[src/rtl/raster_pkg.sv]
// Shared types and constants for the triangle dispatch path (scheduler and rasterizer).
package raster_pkg;

  localparam logic [31:0] FP_ONE = 32'h3f80_0000;
  localparam int unsigned TRI_W  = 292;

  // Element [0] is x, [1] is y, [2] is z, matching a {x,y,z} concatenation.
  typedef logic [0:2][31:0] vec3_t;

  typedef struct packed {
    vec3_t      p1;
    vec3_t      p2;
    vec3_t      p3;
    logic [3:0] color;
  } tri_t;

  typedef enum logic [1:0] {
    S_IDLE,
    S_LAUNCH,
    S_WAIT_LOW,
    S_WAIT_DONE
  } sched_state_e;

  function automatic tri_t make_tri(input vec3_t a, input vec3_t b, input vec3_t c,
                                    input logic [3:0] col);
    tri_t t;
    t.p1    = a;
    t.p2    = b;
    t.p3    = c;
    t.color = col;
    return t;
  endfunction

endpackage

[src/rtl/raster_scheduler_tri_fifo.sv]
// Synchronous triangle FIFO; the read register doubles as the rasterizer operand hold.
module tri_fifo
  import raster_pkg::*;
#(
  parameter int unsigned DEPTH = 4
) (
  input  logic                   clk,
  input  logic                   areset_n,
  input  logic                   i_push,
  input  tri_t                   i_wr_data,
  input  logic                   i_pop,
  output tri_t                   o_rd_data,
  output logic                   o_full,
  output logic                   o_empty,
  output logic [$clog2(DEPTH):0] o_level
);

  localparam int unsigned AW = $clog2(DEPTH);

  tri_t          r_mem [DEPTH];
  tri_t          r_rd_data;
  logic [AW-1:0] r_wr_ptr;
  logic [AW-1:0] r_rd_ptr;
  logic [AW:0]   r_level;
  logic          w_push_ok;
  logic          w_pop_ok;

  assign o_full    = (r_level == (AW+1)'(DEPTH));
  assign o_empty   = (r_level == '0);
  assign o_level   = r_level;
  assign o_rd_data = r_rd_data;
  assign w_push_ok = i_push && !o_full;
  assign w_pop_ok  = i_pop && !o_empty;

  always_ff @(posedge clk) begin
    if (w_push_ok) begin
      r_mem[r_wr_ptr] <= i_wr_data;
    end
  end

  // Pointers wrap naturally because DEPTH is a power of two.
  always_ff @(posedge clk) begin
    if (!areset_n) begin
      r_wr_ptr  <= '0;
      r_rd_ptr  <= '0;
      r_level   <= '0;
      r_rd_data <= '0;
    end else begin
      if (w_push_ok) begin
        r_wr_ptr <= r_wr_ptr + 1'b1;
      end
      if (w_pop_ok) begin
        r_rd_ptr  <= r_rd_ptr + 1'b1;
        r_rd_data <= r_mem[r_rd_ptr];
      end
      unique case ({w_push_ok, w_pop_ok})
        2'b10:   r_level <= r_level + 1'b1;
        2'b01:   r_level <= r_level - 1'b1;
        default: r_level <= r_level;
      endcase
    end
  end

endmodule

[src/rtl/raster_scheduler.sv]
// Triangle dispatch controller: queues triangles, launches the rasterizer one at a time,
// and signals when a requested frame drain has fully completed.
module raster_scheduler
  import raster_pkg::*;
#(
  parameter int unsigned DEPTH = 4,
  parameter int unsigned CNT_W = 16
) (
  input  logic                   clk,
  input  logic                   areset_n,
  input  logic                   tri_valid,
  output logic                   tri_ready,
  input  logic [0:2][31:0]       tri_p1,
  input  logic [0:2][31:0]       tri_p2,
  input  logic [0:2][31:0]       tri_p3,
  input  logic [3:0]             tri_color,
  input  logic                   flush_req,
  output logic                   flush_done,
  output logic                   ras_start,
  input  logic                   ras_done,
  output logic [0:2][31:0]       ras_p1,
  output logic [0:2][31:0]       ras_p2,
  output logic [0:2][31:0]       ras_p3,
  output logic [3:0]             ras_color,
  output logic                   busy,
  output logic [$clog2(DEPTH):0] fifo_level,
  output logic [CNT_W-1:0]       tri_count
);

  sched_state_e          r_state;
  logic                  r_start;
  logic                  r_busy;
  logic                  r_draining;
  logic                  r_flush_done;
  logic [CNT_W-1:0]      r_count;

  tri_t                  w_wr_data;
  tri_t                  w_rd_data;
  logic                  w_full;
  logic                  w_empty;
  logic                  w_push;
  logic                  w_pop;
  logic                  w_flush_fire;
  logic [$clog2(DEPTH):0] w_level;

  assign w_wr_data    = make_tri(tri_p1, tri_p2, tri_p3, tri_color);
  assign tri_ready    = !w_full && !r_draining;
  assign w_push       = tri_valid && tri_ready;
  assign w_pop        = (r_state == S_IDLE) && !w_empty && ras_done;
  assign w_flush_fire = r_draining && w_empty && (r_state == S_IDLE) && !w_pop;

  tri_fifo #(
    .DEPTH(DEPTH)
  ) u_fifo (
    .clk      (clk),
    .areset_n (areset_n),
    .i_push   (w_push),
    .i_wr_data(w_wr_data),
    .i_pop    (w_pop),
    .o_rd_data(w_rd_data),
    .o_full   (w_full),
    .o_empty  (w_empty),
    .o_level  (w_level)
  );

  // WAIT_LOW exists so the done level left over from the previous triangle is not
  // taken as completion of the one just launched.
  always_ff @(posedge clk) begin
    if (!areset_n) begin
      r_state <= S_IDLE;
      r_start <= 1'b0;
      r_busy  <= 1'b0;
      r_count <= '0;
    end else begin
      r_start <= 1'b0;
      unique case (r_state)
        S_IDLE: begin
          if (w_pop) begin
            r_state <= S_LAUNCH;
            r_start <= 1'b1;
            r_busy  <= 1'b1;
          end
        end
        S_LAUNCH: begin
          r_state <= S_WAIT_LOW;
        end
        S_WAIT_LOW: begin
          if (!ras_done) begin
            r_state <= S_WAIT_DONE;
          end
        end
        S_WAIT_DONE: begin
          if (ras_done) begin
            r_state <= S_IDLE;
            r_busy  <= 1'b0;
            r_count <= r_count + 1'b1;
          end
        end
        default: begin
          r_state <= S_IDLE;
          r_busy  <= 1'b0;
        end
      endcase
    end
  end

  // Completion wins over a still-high request, so a held flush_req re-arms on the
  // cycle the pulse is visible rather than stretching the pulse.
  always_ff @(posedge clk) begin
    if (!areset_n) begin
      r_draining   <= 1'b0;
      r_flush_done <= 1'b0;
    end else begin
      r_flush_done <= w_flush_fire;
      if (w_flush_fire) begin
        r_draining <= 1'b0;
      end else if (flush_req) begin
        r_draining <= 1'b1;
      end
    end
  end

  assign ras_start  = r_start;
  assign busy       = r_busy;
  assign flush_done = r_flush_done;
  assign tri_count  = r_count;
  assign fifo_level = w_level;
  assign ras_p1     = w_rd_data.p1;
  assign ras_p2     = w_rd_data.p2;
  assign ras_p3     = w_rd_data.p3;
  assign ras_color  = w_rd_data.color;

endmodule

[config.mk]
export PLATFORM = sky130hd
export DESIGN_NAME = raster_scheduler
export DESIGN_NICKNAME = d
export VERILOG_FILES = /design/src/rtl/raster_pkg.sv /design/src/rtl/raster_scheduler_tri_fifo.sv /design/src/rtl/raster_scheduler.sv
export SDC_FILE = /design/constraint.sdc
export NUM_CORES = 1
export LEC_CHECK = 0
export CAP_MARGIN = 0
export CORE_MARGIN = 3
export CORE_UTILIZATION = 50
export DETAILED_ROUTE_END_ITERATION = 7
export PLACE_DENSITY = 0.81
export RECOVER_POWER = 100
export SYNTH_ARGS = -nofsm -noshare
export SYNTH_HDL_FRONTEND = slang
export SYNTH_SLANG_ARGS = --single-unit
[constraint.sdc]
create_clock -name clk -period 10.7 [get_ports clk]
set_input_delay 2.14 -clock clk [delete_from_list [all_inputs] [get_ports clk]]
set_output_delay 2.14 -clock clk [all_outputs]
set_load 0.005 [all_outputs]
Word-level counts from Yosys, hierarchy flattened:

Memory sizes are Yosys's and may differ from the RTL's. A register that Yosys moved wholly into a read port is not among the register bits.
Cells that the tools add are included.

* bits in registers: 29
* memory bits (writable): 1168
* word-level logic and storage cells: 59
* memories kept: 1

Memory list
* u_fifo.r_mem: depth 4, width 292, read ports 1, clocked after memory_dff 1, write ports 1, RTL line raster_scheduler_tri_fifo.sv:20 `tri_t r_mem [DEPTH];`

* $add $sub $neg: 5
* equality and inequality tests: 9
* mux-type cells: 11
* bitwise gates (word level): 1
* reductions and logical operators: 23

Operators with widths (count)
* $add A16 B1 Y16 const B: 1
* $logic_and A1 B1 Y1: 9
* $pmux W2 S4: 1
* $eq A2 B2 Y1 const B: 3
* $mux W2: 3
* $pmux W3 S2: 1
* $reduce_and A3 Y1: 2
* $logic_not A1 Y1: 5
* $mux W1: 5
* $add A2 B1 Y2 const B: 2
* $eq A2 B1 Y1 const B: 2
* $ne A2 B2 Y1 const B: 2
* $reduce_and A2 Y1: 2
* $reduce_bool A2 Y1: 2
* $add A3 B1 Y3 const B: 1
* $eq A3 B3 Y1 const B: 1
* $logic_not A3 Y1: 1
* $sub A3 B1 Y3 const B: 1
* $logic_not A2 Y1: 1
* $ne A2 B1 Y1 const B: 1
* $pmux W1 S2: 1
* $reduce_or A2 Y1: 1
* $not A1 Y1: 1

Depth between registers and ports, before layout:

Gate-level depths: netlist of the first run.

* depth in word-level cells: 7
* depth in mapped cells: 11
* gate-level depth less buffers: 10

Cells and area by module:

Synthesis of the first run repeated with hierarchy kept, for this count alone.

* cells, all modules: 2345
* area total of the unflattened synthesis: 52621.7 um2

Modules (own cells, without submodules)
* tri_fifo: instances 1, cells an instance 2229, area an instance 51525.7 um2
* raster_scheduler: instances 1, cells an instance 116, area an instance 1096.1 um2

Least setup slack after synthesis of the first run:

OpenSTA, ideal clock, no wires.

* kind: input to register
* from: in tri_valid
* to: mem u_fifo.r_mem[1][0] (netlist bit), enable pin
* arrival: 9.392 ns
* data required time: 10.009 ns
* setup slack: 0.618 ns
* stages: 3
* buffers on the path: 0
* cells stage by stage: inv_1 > a211oi_1 > and2_1

* longest elaborated chain between the ends: 4

RTL lines
* from (decl): RTL line raster_scheduler.sv:11 `input logic tri_valid,`
* $logic_and A1 B1 Y1: RTL line raster_scheduler.sv:48 `assign w_push = tri_valid && tri_ready;`
* $logic_and A1 B1 Y1: RTL line raster_scheduler_tri_fifo.sv:32 `assign w_push_ok = i_push && !o_full;`
* $mux W1: RTL line raster_scheduler_tri_fifo.sv:36 `if (w_push_ok) begin`
* $mux W1 (not written as such): RTL line raster_scheduler_tri_fifo.sv:37 `r_mem[r_wr_ptr] <= i_wr_data;`
* to (decl): RTL line raster_scheduler_tri_fifo.sv:20

Every way passes these cells.

Worst setup path in the final report of the first run:

* from: in ras_done
* to: reg, netlist name u_fifo.o_rd_data[46]

* longest elaborated chain between the ends: 2

RTL lines
* from (decl): RTL line raster_scheduler.sv:20 `input logic ras_done,`
* $logic_and A1 B1 Y1: RTL line raster_scheduler.sv:49 `assign w_pop = (r_state == S_IDLE) && !w_empty && ras_done;`
* $logic_and A1 B1 Y1: RTL line raster_scheduler_tri_fifo.sv:33 `assign w_pop_ok = i_pop && !o_empty;`

Every way passes these cells.
A chain may end at the register's enable or synchronous reset.

==> reports/summary.txt, run 1 <==
GR Util All Layers -> 0.220
Final Hold Fails -> 0
Worst Hold Path EP -> u_fifo.o_rd_data[108]
Final Critical Period -> 7190 ps
post-route setup TNS -> 0 ps
CORE AREA -> 106000 um^2
Clock Skew -> 33.0 ps
hold slack -> 449 ps
layout cells sized above 1 -> 0.146
actual slew at the worst max-slew pin -> 4120 ps
Vias -> 28700
FMAX -> 0.139 GHz
Hold-fix buffers, CTS -> 0
Setup crit end kind -> flop
most frequent CP cell -> buf_4
Worst R2R Path Depth -> 6
dpl cell area -> 60800 um^2
CP required -> 11300 ps
synth cell count leaders -> 1168 x edfxtp_1, 592 x nand2_1, 321 x dfxtp_1
Crit Path Max Fanout -> 81
Initial DRT Pass Iterations -> 5
hold wc startpoint -> u_fifo.o_rd_data[108]
Max stage delay on crit path -> 2500 ps
Syn-to-layout area delta -> 23.2%
Post-Synthesis Cells -> 2950
clk_lat worst skew -> 760 ps
# resized after CTS -> 0
global route overflow -> 0
Cell variety after synth -> 38
DR WL/cell -> 23.9 um
CTS tree -> built
count of final setup violators -> 0
Die X-Extent -> 332 um
VDD IR max -> 204 uV
Pwr Total -> 15.5 mW
Nets -> 3877
outcome -> complete, but fails checks
largest net degree at the start of global routing -> 143
sequential fraction of the synthesis area -> 0.779
I/O pin count -> 612
Async S/R FF share, synth -> 0
Syn Std Cell Area -> 53300 um^2
Post-Place Setup Slack -> 4790 ps
R2R Path Start -> u_fifo.o_level[0]
Reg2Reg Capture Point -> u_fifo.o_rd_data[46]
full die area -> 111000 um^2
fin cells -> 5123
Post-DP HPWL -> 69400 um
vias in the first global route -> 29200
number of buffers created by CTS -> 146
ranking of synthesized cells by area -> edfxtp_1 66%, mux4_2 12%, dfxtp_1 12%
total leakage power -> 21.7 nW
die span in y -> 332 um
yosys warns -> 0
DP Cell Count -> 4812
Crit-path slowest cell -> clkbuf_1
Port Buffers -> 611
area fraction of the dominant cell type after synthesis -> 0.658
GP Congestion -> 0.770
Util after Layout -> 0.622
Crit Path Class -> in -> reg
CTS root buffer -> clkbuf_16
CP Launch Type -> primary input
Worst Hold Class -> reg -> reg
Yosys top cell by area -> edfxtp_1
final instance area -> 65600 um^2
drt drc -> 0
pwr dens -> 237 nW/um^2
RSZ-0062 raised after global routing -> no
number of synthesized register bits -> 1489
clock tree sinks -> 1489
Final WS setup -> 3510 ps
Slew Viols, Final -> 495
final wirelength -> 122000 um
Worst Hold Depth -> 2
failing checks -> max-capacitance violations, max-slew violations
top-count cell post-synth -> edfxtp_1
worst rel slew slack -> -1.75
H-tree depth -> 4
Tcrit/Tclk final -> 0.672
Clock transition at path regs -> 60 ps
first-pass GRT wire length -> 183000 um
number of synthesized flops with an enable pin -> 1168
Post-DRT Antenna Nets -> 0
Vias/cell -> 5.61
Syn Nets -> 3258
initial antenna violation count -> 58
# Post-CTS Setup Buffers -> 0
ys flop type -> edfxtp_1
Post-Syn Area per Cell -> 18.1 um^2
CTS Buffer Depth -> 3
Initial Util -> 0.505
initial DRC count -> 2251
num rows -> 119
Cell Chain, Critical Path -> dlygate4sd3_1 > o311ai_0 > buf_4 > clkbuf_1 > buf_4 > nand2_1 > a21oi_1
Worst R2R Setup Slack -> 4900 ps
CP arrival -> 7800 ps
number of max-cap violations -> 10
## layout by cell type, fill, tap and decap left out, types with 17 or more instances in the layout
cell / instances
clkbuf_8: 17
nand2_1: 592
a21oi_1: 301
clkbuf_1: 44
clkinv_2: 24
clkbuf_16: 147
edfxtp_1: 1168
dfxtp_1: 319
mux4_2: 292
dlygate4sd3_1: 610
diode_2: 41
nor2_1: 22
## worst max-delay path: cells and delay by family
kind,cells,cell delay [ps]
AO/OA/AOI/OAI,2,320
buffers and inverters,4,5030
AND/OR/NAND/NOR,1,150
## where the power goes
group	switching [mW]	total (mW)	internal (mW)
Clock	2.15	5.06	2.90
Combinational	1.67	3.14	1.48
Sequential	0.319	7.34	7.02
Total	4.14	15.5	11.4
## final cells by class
type	instances	area [um^2]
inverters	16	75.1
clock buffers	201	4050
fillers	7157	39900
multi-input cells	1279	11000
well taps	1391	1740
diodes	41	103
clock inverters	69	758
repair buffers	637	6420
flip-flops and latches	1489	41500
## state kept, by name (all words and copies together), names as in the netlist
name / cells
u_fifo.r_mem: 1168
u_fifo.o_rd_data: 292
tri_count: 16
u_fifo.o_level: 3
r_state: 2
u_fifo.r_rd_ptr: 2
u_fifo.r_wr_ptr: 2
busy: 1
flush_done: 1
r_draining: 1
ras_start: 1
## layer usage
layer / share of wire / GRT usage / vias up
met5: 0.00086 / 0 / -
met4: 0.032 / 0.0788 / 16
met3: 0.072 / 0.0499 / 258
met2: 0.52 / 0.373 / 1135
met1: 0.38 / 0.279 / 14700
li1: - / - / 12600
## cells by family after synthesis
logic type / Yosys count / synth area share
buffers and inverters: 182 / 0.0145
AO/OA/AOI/OAI: 314 / 0.0303
multiplexers: 295 / 0.124
adder cells (fa/ha/maj): 11 / 0.00272
flip-flops: 1489 / 0.779
AND/OR/NAND/NOR: 644 / 0.0470
XOR/XNOR: 15 / 0.00247
## worst max-delay path by stage
stage          startpoint                    to  slack [ps]  depth (start not counted)
2_1_floorplan   tri_valid    u_fifo.r_mem[1][0]         620                          3
3_3_place_gp     ras_done  u_fifo.o_rd_data[81]        4940                          7
3_5_place_dp     ras_done  u_fifo.o_rd_data[61]        4790                          7
4_1_cts          ras_done  u_fifo.o_rd_data[61]        5610                          7
5_1_grt          ras_done  u_fifo.o_rd_data[49]        3160                          7
6_report         ras_done  u_fifo.o_rd_data[46]        3510                          7
Note: power is estimated with default switching activity, not from simulation.
==> run 2, diff against run 1 <==
Settings changed: CORE_UTILIZATION 50 to 56, PLACE_DENSITY 0.81 to 0.86.
Clock period 10.7 ns to 7.4 ns, I/O delays scaled along.
==> run 2 against run 1 <==
The flow still finishes with violations (max-capacitance violations, max-slew violations). Die area decreased by 11%. Via count increased by 3.4%. First-iteration DRC count increased by 18%. Global-route usage increased by 4.1 points. Combinational power increased by 46%. Total power increased by 46%. Clock-buffer cell count increased by 9. Critical path depth decreased by 2. Core utilization increased by 7.7 points. Final area about the same.
==> reports/summary.txt, run 2 (same netlist as run 1, synthesis figures left out) <==
# Post-CTS Setup Buffers -> 0 (unchanged)
Initial DRT Pass Iterations -> 5 (unchanged)
total leakage power -> 21.7 nW (+0.24%)
Worst Hold Class -> reg -> reg
Cell Chain, Critical Path -> dlygate4sd3_1 > inv_1 > a211oi_1 > and2_4 > clkbuf_2
most common cell after layout, fill and taps aside -> edfxtp_1
pwr dens -> 345 nW/um^2 (+46%)
Post-DRT Antenna Nets -> 0 (unchanged)
Crit Path Class -> in -> reg
post-route setup TNS -> 0 ps (unchanged)
DR WL/cell -> 25.9 um (+8.7%)
Final Hold Fails -> 0 (unchanged)
Hold-fix buffers, CTS -> 0 (unchanged)
CTS tree -> built
Clock transition at path regs -> 60 ps (about the same)
die span in y -> 314 um (-5.4%)
Pwr Total -> 22.7 mW (+46%)
Syn-to-layout area delta -> 23.2% (about the same)
Clock Skew -> 32.8 ps (-0.119 ps)
Worst path top cell family by delay -> buffers and inverters
num rows -> 112 (-5.9%)
vias in the first global route -> 31000 (+6.0%)
clock tree sinks -> 1489 (unchanged)
Nets -> 3887 (+0.26%)
initial antenna violation count -> 64 (+10%)
most frequent cells in the layout -> 1168 x edfxtp_1, 610 x dlygate4sd3_1, 592 x nand2_1
Top reg by flops -> u_fifo.r_mem
CORE AREA -> 93900 um^2 (-11%)
global route overflow -> 0 (unchanged)
largest net degree at the start of global routing -> 184 (+29%)
Tcrit/Tclk final -> 0.748
Port Buffers -> 611 (unchanged)
layout cells sized above 1 -> 0.147 (+0.00138)
Crit Path Max Fanout -> 72 (-11%)
Die X-Extent -> 314 um (-5.4%)
Vias/cell -> 5.92 (+5.5%)
H-tree depth -> 4 (unchanged)
count of final setup violators -> 0 (unchanged)
# resized after CTS -> 0 (unchanged)
Slew Viols, Final -> 544 (+9.9%)
number of buffers created by CTS -> 145 (-0.68%)
CTS root buffer -> clkbuf_16
VDD IR max -> 256 uV (+26%)
drt drc -> 0 (unchanged)
Initial Util -> 0.567 (+0.0628)
worst rel slew slack -> -1.21 (+0.534)
CP arrival -> 5850 ps (-1950 ps)
I/O pin count -> 612 (unchanged)
outcome -> complete, but fails checks
Vias -> 29700 (+3.4%)
CP bufs+invs -> 3 (-1)
GR Util All Layers -> 0.261 (+0.0412)
failing checks -> max-capacitance violations, max-slew violations
RSZ-0062 raised after global routing -> no
Largest register FFs -> 1168 (unchanged)
CTS Buffer Depth -> 3 (unchanged)
initial DRC count -> 2659 (+18%)
Final Critical Period -> 5530 ps
first-pass GRT wire length -> 192000 um (+4.6%)
Crit-path slowest cell -> clkbuf_2
final wirelength -> 130000 um (+6.6%)
GP Congestion -> 0.823 (+6.9%)
Post-DP HPWL -> 74400 um (+7.1%)
clk_lat worst skew -> 760 ps (about the same)
full die area -> 98900 um^2 (-11%)
CP Launch Type -> primary input
CP required -> 7710 ps (-3590 ps)
Util after Layout -> 0.699 (+0.0773)
actual slew at the worst max-slew pin -> 3320 ps (-801 ps)
FMAX -> 0.181 GHz
Max stage delay on crit path -> 1620 ps (-880 ps)
Setup crit end kind -> flop
number of max-cap violations -> 12 (+2)
[run 2: changes by cell type in the layout (fill, tap and decap cells not counted), moves of 3 or more]
cell,before,now
clkbuf_1,44,55
diode_2,41,65
and2_0,4,0
clkbuf_8,17,24
clkinv_2,24,20
clkbuf_2,0,3
and2_4,0,4
[run 2: final timing paths]
| path | start | slack [ps] | end | cells after the start |
|---|---|---|---|---|
| setup / recovery | tri_valid | 1870 | u_fifo.r_mem[0][46] | 5 |
| hold / removal | u_fifo.o_rd_data[81] | 450 | u_fifo.o_rd_data[81] | 2 |
| setup reg to reg | u_fifo.o_level[1] | 2540 | u_fifo.r_mem[0][46] | 4 |
| hold reg to reg | u_fifo.o_rd_data[81] | 450 | u_fifo.o_rd_data[81] | 2 |
[run 2: layout make-up]
| class | count | area [um^2] |
|---|---|---|
| Sequential cell | 1489 | 41500 |
| Fill cell | 5428 | 28300 |
| Tap cell | 1254 | 1570 |
| Inverter | 16 | 75.1 |
| Timing Repair Buffer | 648 | 6450 |
| Clock inverter | 62 | 706 |
| Clock buffer | 210 | 4180 |
| Antenna cell | 65 | 163 |
| Multi-Input combinational cell | 1279 | 11000 |
[run 2: worst register-to-register path: stages (launching register included)]
cell and delay, ps:
dfxtp_1 510, nor2_1 110, a211oi_1 1020, and2_4 940, clkbuf_2 1680
[run 2: routing by layer]
layer | wire, um | global-route usage | up-vias | share of wire
li1 | - | - | 12700 | -
met1 | 46000 | 0.314 | 15200 | 0.35
met5 | 102 | 0 | - | 0.00078
met2 | 68100 | 0.446 | 1518 | 0.52
met3 | 10500 | 0.0644 | 313 | 0.080
met4 | 5600 | 0.122 | 16 | 0.043
[run 2: stage by stage]
stage | std cells | instance area (um^2) | hold slack, ps | setup slack [ps]
after detailed placement | 4686 | 60700 | 446 | 2570
after global routing | 4995 | 65600 | 463 | 1590
final | 5023 | 65600 | 450 | 1870
after CTS | 4958 | 65600 | 454 | 3250
after floorplan | 2950 | 53300 | 453 | 1210
after global placement | 4686 | 60700 | 441 | 2660
[run 2: power by group]
part | leakage (nW) | switching (mW) | internal (mW)
clock | 2.38 | 3.15 | 4.26
sequential | 13.3 | 0.513 | 10.2
combinational | 6.07 | 2.46 | 2.12
total | 21.7 | 6.12 | 16.5
